`config.mk`:
```
export PLATFORM = sky130hd
export DESIGN_NAME = wb_sram_slave_flat
export DESIGN_NICKNAME = d
export VERILOG_FILES = /design/src/rtl/wb_sram_slave_if.sv /design/src/rtl/wb_sram_slave.sv /design/src/flat_wrapper.sv
export SDC_FILE = /design/constraint.sdc
export NUM_CORES = 1
export LEC_CHECK = 0
export BUFFER_PORTS_ARGS = -buffer_cell sky130_fd_sc_hd__buf_2
export CORE_MARGIN = 4
export CORE_UTILIZATION = 40
export CTS_BUF_LIST = sky130_fd_sc_hd__clkbuf_4
export CTS_CLUSTER_SIZE = 14
export DETAILED_ROUTE_END_ITERATION = 7
export HOLD_SLACK_MARGIN = 0.06
export PLACE_DENSITY = 0.71
export SLEW_MARGIN = 20
export SYNTH_ARGS = -nofsm -noshare
export SYNTH_HDL_FRONTEND = slang
export SYNTH_SLANG_ARGS = --single-unit
```
`constraint.sdc`:
```
create_clock -name clk_i -period 5.45 [get_ports clk_i]
set_clock_uncertainty 0.1 [all_clocks]
set_input_delay 0.2725 -clock clk_i [delete_from_list [all_inputs] [get_ports clk_i]]
set_output_delay 0.2725 -clock clk_i [all_outputs]
set_load 0.005 [all_outputs]
```
`src/rtl/wb_sram_slave_if.sv`:
```
// Wishbone data-bus bundle between the interconnect slave port and wb_sram_slave.
// The master modport is the interconnect side; the slave modport is the SRAM controller side.
interface wb_sram_slave_if #(
  parameter int BL_WIDTH = 10
);
  logic                cyc;
  logic                stb;
  logic                we;
  logic [31:0]         adr;
  logic [3:0]          sel;
  logic [31:0]         dat_w;
  logic [BL_WIDTH-1:0] bl;
  logic [31:0]         dat_r;
  logic                ack;
  logic                lack;
  logic                err;

  modport master (
    output cyc, stb, we, adr, sel, dat_w, bl,
    input  dat_r, ack, lack, err
  );

  modport slave (
    input  cyc, stb, we, adr, sel, dat_w, bl,
    output dat_r, ack, lack, err
  );
endinterface

```
`src/rtl/wb_sram_slave.sv`:
```
// Wishbone slave that turns single and incrementing-burst transfers into accesses on a
// one-cycle-latency synchronous SRAM, with wait states, range/alignment errors and last-ack.
module wb_sram_slave #(
  parameter int MEM_ADDR_WIDTH = 14,
  parameter int WAIT_STATES    = 0,
  parameter int BL_WIDTH       = 10
) (
  input  logic                      clk_i,
  input  logic                      rst_n,
  wb_sram_slave_if.slave            wbd,
  output logic                      mem_cs_o,
  output logic                      mem_we_o,
  output logic [3:0]                mem_wmask_o,
  output logic [MEM_ADDR_WIDTH-1:0] mem_addr_o,
  output logic [31:0]               mem_wdata_o,
  input  logic [31:0]               mem_rdata_i
);

  localparam int AW    = MEM_ADDR_WIDTH;
  localparam int SUM_W = ((AW > BL_WIDTH) ? AW : BL_WIDTH) + 1;
  localparam int WS_W  = 4;

  typedef enum logic [2:0] {
    S_IDLE,
    S_ISSUE,
    S_CAPT,
    S_WAIT,
    S_RESP,
    S_ERR
  } state_e;

  state_e              state_q, state_d;
  logic [AW-1:0]       base_q, base_d;
  logic                we_q, we_d;
  logic [BL_WIDTH-1:0] beats_q, beats_d;
  logic [BL_WIDTH-1:0] beat_q, beat_d;
  logic [WS_W-1:0]     wait_q, wait_d;
  logic [31:0]         dat_q, dat_d;

  logic                req;
  logic                adr_bad;
  logic                last_beat;
  logic [SUM_W-1:0]    next_word;
  logic                next_oob;

  assign req       = wbd.cyc & wbd.stb;
  assign adr_bad   = (wbd.adr[1:0] != 2'b00) | (wbd.adr[31:AW+2] != '0);
  assign last_beat = (beat_q == (beats_q - 1'b1));

  // Word address of the following beat, one bit wider than the SRAM so running off the
  // top of the array is visible instead of silently wrapping to word 0.
  assign next_word = SUM_W'(base_q) + SUM_W'(beat_q) + SUM_W'(1);
  assign next_oob  = (next_word[SUM_W-1:AW] != '0);

  // NOTE: sequential state uses non-blocking assignments so every register samples
  // the values from before the edge, independent of statement order.
  always_ff @(posedge clk_i or negedge rst_n) begin
    if (!rst_n) begin
      state_q <= S_IDLE;
      base_q  <= '0;
      we_q    <= 1'b0;
      beats_q <= '0;
      beat_q  <= '0;
      wait_q  <= '0;
      dat_q   <= '0;
    end else begin
      state_q <= state_d;
      base_q  <= base_d;
      we_q    <= we_d;
      beats_q <= beats_d;
      beat_q  <= beat_d;
      wait_q  <= wait_d;
      dat_q   <= dat_d;
    end
  end

  // NOTE: every variable gets a hold/default value first so no path leaves one
  // unassigned, which would otherwise infer a latch.
  always_comb begin
    state_d = state_q;
    base_d  = base_q;
    we_d    = we_q;
    beats_d = beats_q;
    beat_d  = beat_q;
    wait_d  = wait_q;
    dat_d   = dat_q;

    unique case (state_q)
      S_IDLE: begin
        if (req) begin
          base_d  = wbd.adr[AW+1:2];
          we_d    = wbd.we;
          beats_d = (wbd.bl == '0) ? BL_WIDTH'(1) : wbd.bl;
          beat_d  = '0;
          wait_d  = '0;
          state_d = adr_bad ? S_ERR : S_ISSUE;
        end
      end

      S_ISSUE: begin
        state_d = wbd.cyc ? S_CAPT : S_IDLE;
      end

      S_CAPT: begin
        if (!wbd.cyc) begin
          state_d = S_IDLE;
        end else begin
          if (!we_q) begin
            dat_d = mem_rdata_i;
          end
          wait_d  = '0;
          state_d = (WAIT_STATES > 0) ? S_WAIT : S_RESP;
        end
      end

      S_WAIT: begin
        if (!wbd.cyc) begin
          state_d = S_IDLE;
        end else if (wait_q == WS_W'(WAIT_STATES - 1)) begin
          state_d = S_RESP;
        end else begin
          wait_d = wait_q + 1'b1;
        end
      end

      S_RESP: begin
        if (!wbd.cyc || last_beat) begin
          state_d = S_IDLE;
        end else begin
          beat_d  = beat_q + 1'b1;
          state_d = next_oob ? S_ERR : S_ISSUE;
        end
      end

      S_ERR: begin
        state_d = S_IDLE;
      end

      default: begin
        state_d = S_IDLE;
      end
    endcase
  end

  // Strobes decode from the registered state; cyc gating makes an abort take effect
  // in the same cycle, so a dropped cycle never writes the SRAM or acks.
  always_comb begin
    wbd.ack  = 1'b0;
    wbd.lack = 1'b0;
    wbd.err  = 1'b0;
    mem_cs_o = 1'b0;
    mem_we_o = 1'b0;

    case (state_q)
      S_ISSUE: begin
        mem_cs_o = wbd.cyc;
        mem_we_o = wbd.cyc & we_q;
      end
      S_RESP: begin
        wbd.ack  = wbd.cyc;
        wbd.lack = wbd.cyc & last_beat;
      end
      S_ERR: begin
        wbd.err = 1'b1;
      end
      default: begin
      end
    endcase
  end

  assign mem_addr_o  = base_q + AW'(beat_q);
  assign mem_wdata_o = wbd.dat_w;
  assign mem_wmask_o = wbd.sel;
  assign wbd.dat_r   = dat_q;

endmodule
```
`src/flat_wrapper.sv`:
```
// flat-port wrapper written by rule: the top's interface ports become plain ports
module wb_sram_slave_flat 
#(
  parameter int MEM_ADDR_WIDTH = 14,
  parameter int WAIT_STATES    = 0,
  parameter int BL_WIDTH       = 10
)
  (clk_i, rst_n, mem_cs_o, mem_we_o, mem_wmask_o, mem_addr_o, mem_wdata_o, mem_rdata_i, wbd_cyc, wbd_stb, wbd_we, wbd_adr, wbd_sel, wbd_dat_w, wbd_bl, wbd_dat_r, wbd_ack, wbd_lack, wbd_err);
  wb_sram_slave_if #(.BL_WIDTH(BL_WIDTH)) wbd_i ();
  input  logic clk_i;
  input  logic rst_n;
  output logic mem_cs_o;
  output logic mem_we_o;
  output logic [3:0] mem_wmask_o;
  output logic [MEM_ADDR_WIDTH-1:0] mem_addr_o;
  output logic [31:0] mem_wdata_o;
  input  logic [31:0] mem_rdata_i;
  input wire logic [$bits(wbd_i.cyc)-1:0] wbd_cyc;
  input wire logic [$bits(wbd_i.stb)-1:0] wbd_stb;
  input wire logic [$bits(wbd_i.we)-1:0] wbd_we;
  input wire logic [$bits(wbd_i.adr)-1:0] wbd_adr;
  input wire logic [$bits(wbd_i.sel)-1:0] wbd_sel;
  input wire logic [$bits(wbd_i.dat_w)-1:0] wbd_dat_w;
  input wire logic [$bits(wbd_i.bl)-1:0] wbd_bl;
  output wire logic [$bits(wbd_i.dat_r)-1:0] wbd_dat_r;
  output wire logic [$bits(wbd_i.ack)-1:0] wbd_ack;
  output wire logic [$bits(wbd_i.lack)-1:0] wbd_lack;
  output wire logic [$bits(wbd_i.err)-1:0] wbd_err;
  assign wbd_i.cyc = wbd_cyc;
  assign wbd_i.stb = wbd_stb;
  assign wbd_i.we = wbd_we;
  assign wbd_i.adr = wbd_adr;
  assign wbd_i.sel = wbd_sel;
  assign wbd_i.dat_w = wbd_dat_w;
  assign wbd_i.bl = wbd_bl;
  assign wbd_dat_r = wbd_i.dat_r;
  assign wbd_ack = wbd_i.ack;
  assign wbd_lack = wbd_i.lack;
  assign wbd_err = wbd_i.err;
  wb_sram_slave #(.MEM_ADDR_WIDTH(MEM_ADDR_WIDTH), .WAIT_STATES(WAIT_STATES), .BL_WIDTH(BL_WIDTH)) u_core (.clk_i(clk_i), .rst_n(rst_n), .wbd(wbd_i), .mem_cs_o(mem_cs_o), .mem_we_o(mem_we_o), .mem_wmask_o(mem_wmask_o), .mem_addr_o(mem_addr_o), .mem_wdata_o(mem_wdata_o), .mem_rdata_i(mem_rdata_i));
endmodule
```
==> metrics <==
status=completed; met1 GRT Util=between 20 and 25%; count leader, synth=nand2_1; startpoint types=register; Die H=111.0 um; drt total wl=11.04 mm; clk_lat worst skew=0.42 ns; Tightest Hold Check Type=in2reg; initial antenna violation count=1; Nets=approximately 720; number of global-route vias before repair=slightly below 4k; Slew Limit Fails=0; port buffer count=129; CORE AREA=10320 sq um; CTS tree=done; Slew @ Worst Pin=a little over 0.9 ns; number of routed nets with antenna violations=0; clock slew at reported path FFs=~0.13 ns; CP max FO=5; sequential share of the synthesized area=43.62%; Pre-antenna DRT Iters=4; Mapped Area=between 4000 and 5000 sq um; largest net degree at the start of global routing=75; leading area contributor after synthesis=dfrtp_1; width of the die=111.0 um; Fin. Hold Viols=0; syn_nets=567; max cap viols=0; synthesis-to-layout area growth=30.09%; Sink Count=74; first-pass GRT wire length=about 19 mm; PwrDens=roughly 430 nW/um^2; layout cells sized above 1=31.93%; GR Util met2=31.72%; number of flops mapped to enable cells by yosys=0; fmax=323.2 MHz; Netlist cell types=56; post-synthesis async set-or-reset flop share=100.0%; Final Util=53.50%; Worst slew margin=a little under two fifths; # IOs=202; critical path class=reg2out; Longest Clk Path Bufs=2; CP endpoint kind=output pin; busiest grt layer=met2; Lkg Pwr=2.771 nW; clock period minus worst slack=3.094 ns; Synth Warn #=0; period utilization=56.77%; fillers=928; detail-routed via count per cell=5.019; CTS Root Cell=clkbuf_4; Synth Register Bits=74; routing usage on met3=slightly below 5%; TNS Setup=0 ns; RSZ-0062 raised after global routing=false; Core Rows=37; gr usage total=about 18%; maximum VDD drop=0.0001931 V; H-Tree Depth=3; critical path arrival=2.72 ns; vias=3664; area of the multi-input gates=1999 sq um; average routed wire per standard cell=15.12 um; Post-Syn Instances=437; die area=12330 sq um; Post-CTS Setup Repair Bufs=0; drt drc=0; Avg Inst Size Synth=9.715 sq um; top cells by area, synth=dfrtp_1, mux2_2, nand2_1; grt ovf=0; DR iter-0 viols=around 200; Synth top cells by count=nand2_1, dfrtp_1, buf_4; starting density of the core=41.12%; most used flip-flop cell after synthesis=dfrtp_1; post-synth top area share=between 40% and 50%; hpwl dp=around 7.6 mm; cts bufs inserted=9; Setup-failing EPs final=0; register area=1852 sq um; FF-to-FF setup slack=2.46 ns; Crit path required time=5.08 ns; GP Congestion=0.8071
[worst max-delay path, cell delays in order, from the launching register on]
cell	delay (ns)
dfrtp_1	0.47
inv_1	0.10
ha_1	0.24
or3b_2	0.49
o211ai_1	0.25
o21ai_0	0.15
nor4b_1	0.29
and3_1	0.21
buf_2	0.12
[layout make-up]
| type | count | share of cell area, % |
|---|---|---|
| diodes | 2 | 0.09062 |
| inverters | 16 | 1.087 |
| clock inverters | 6 | 2.039 |
| flip-flops and latches | 74 | 33.53 |
| multi-input cells | 296 | 36.20 |
| repair buffers | 190 | 22.61 |
| clock buffers | 10 | 1.359 |
| well taps | 136 | 3.081 |
[where the power goes]
group	internal [mW]	switching [mW]	leakage (nW)
clock	0.240	0.207	0.101
sequential	0.768	0.181	0.957
combinational	0.495	0.462	1.71
total	1.50	0.850	2.77
[cell families (layout without fill, tap and decap cells)]
family / after synthesis / in the layout / share of synthesized area, %
buffers and inverters: 67 / 222 / 9.313
AO/OA/AOI/OAI: 67 / 67 / 10.88
AND/OR/NAND/NOR: 154 / 154 / 17.24
other: 0 / 2 / 0
XOR/XNOR: 25 / 25 / 5.158
multiplexers: 35 / 35 / 9.196
flip-flops: 74 / 74 / 43.62
adder cells (fa/ha/maj): 15 / 15 / 4.598
[flip-flops by register name, indices dropped and copies added, names as in the netlist]
| name | count |
|---|---|
| u_core.wbd.dat_r | 32 |
| u_core.base_q | 14 |
| u_core.beat_q | 10 |
| u_core.beats_q | 10 |
| u_core.wait_q | 4 |
| u_core.state_q | 3 |
| u_core.we_q | 1 |
[timing repair]
action,CTS,global route
endpoints found under the hold margin,131,0
hold buffers,58,0
endpoints found under the setup margin,0,0
resized for setup,0,0
[per-layer routing]
layer  routed length [um]  vias to the layer above
met4                  288                        0
met5                    0                        -
met3                  678                       28
met2                 5682                      138
li1                     -                     1781
met1                 4386                     1717
[final timing paths]
check / start / to / cells past startpoint
worst max-delay path: u_core.beats_q[0] / wbd_lack / 8
worst min-delay path: wbd_stb / u_core.beats_q[0] / 4
worst max register to register: u_core.beats_q[0] / u_core.beat_q[8] / 9
worst min register to register: u_core.base_q[7] / u_core.base_q[7] / 2
max in group asynchronous: rst_n / u_core.beat_q[1] / 3
min in group asynchronous: rst_n / u_core.wbd.dat_r[11] / 3
[metrics by stage]
step | cell area [sq um] | power, mW | setup slack, ns | cells | hold WS [ns]
2_1_floorplan | 4245 | 1.535 | 2.779 | 437 | -0.1231
4_1_cts | 5517 | 2.372 | 2.324 | 728 | 0.2402
3_3_place_gp | 4748 | 1.847 | 2.621 | 654 | 0.3630
5_1_grt | 5520 | 2.536 | 2.051 | 729 | 0.2715
6_report | 5523 | 2.353 | 2.356 | 730 | 0.2512
3_5_place_dp | 4748 | 1.888 | 2.515 | 654 | 0.3661
[placed cells by master, fill, tap and decap left out, types with 6 or more instances in the layout]
cell           instances
o21ai_0               12
clkbuf_4              10
ha_1                  14
dfrtp_1               74
o211ai_1               6
nor4_1                 9
inv_1                 16
o31ai_1                6
a21oi_1               17
nand2_1               85
buf_2                129
nand3_1               16
mux2_2                32
nor2_1                11
dlygate4sd3_1         58
xnor2_1               20
Note: power is estimated with default switching activity, not from simulation.
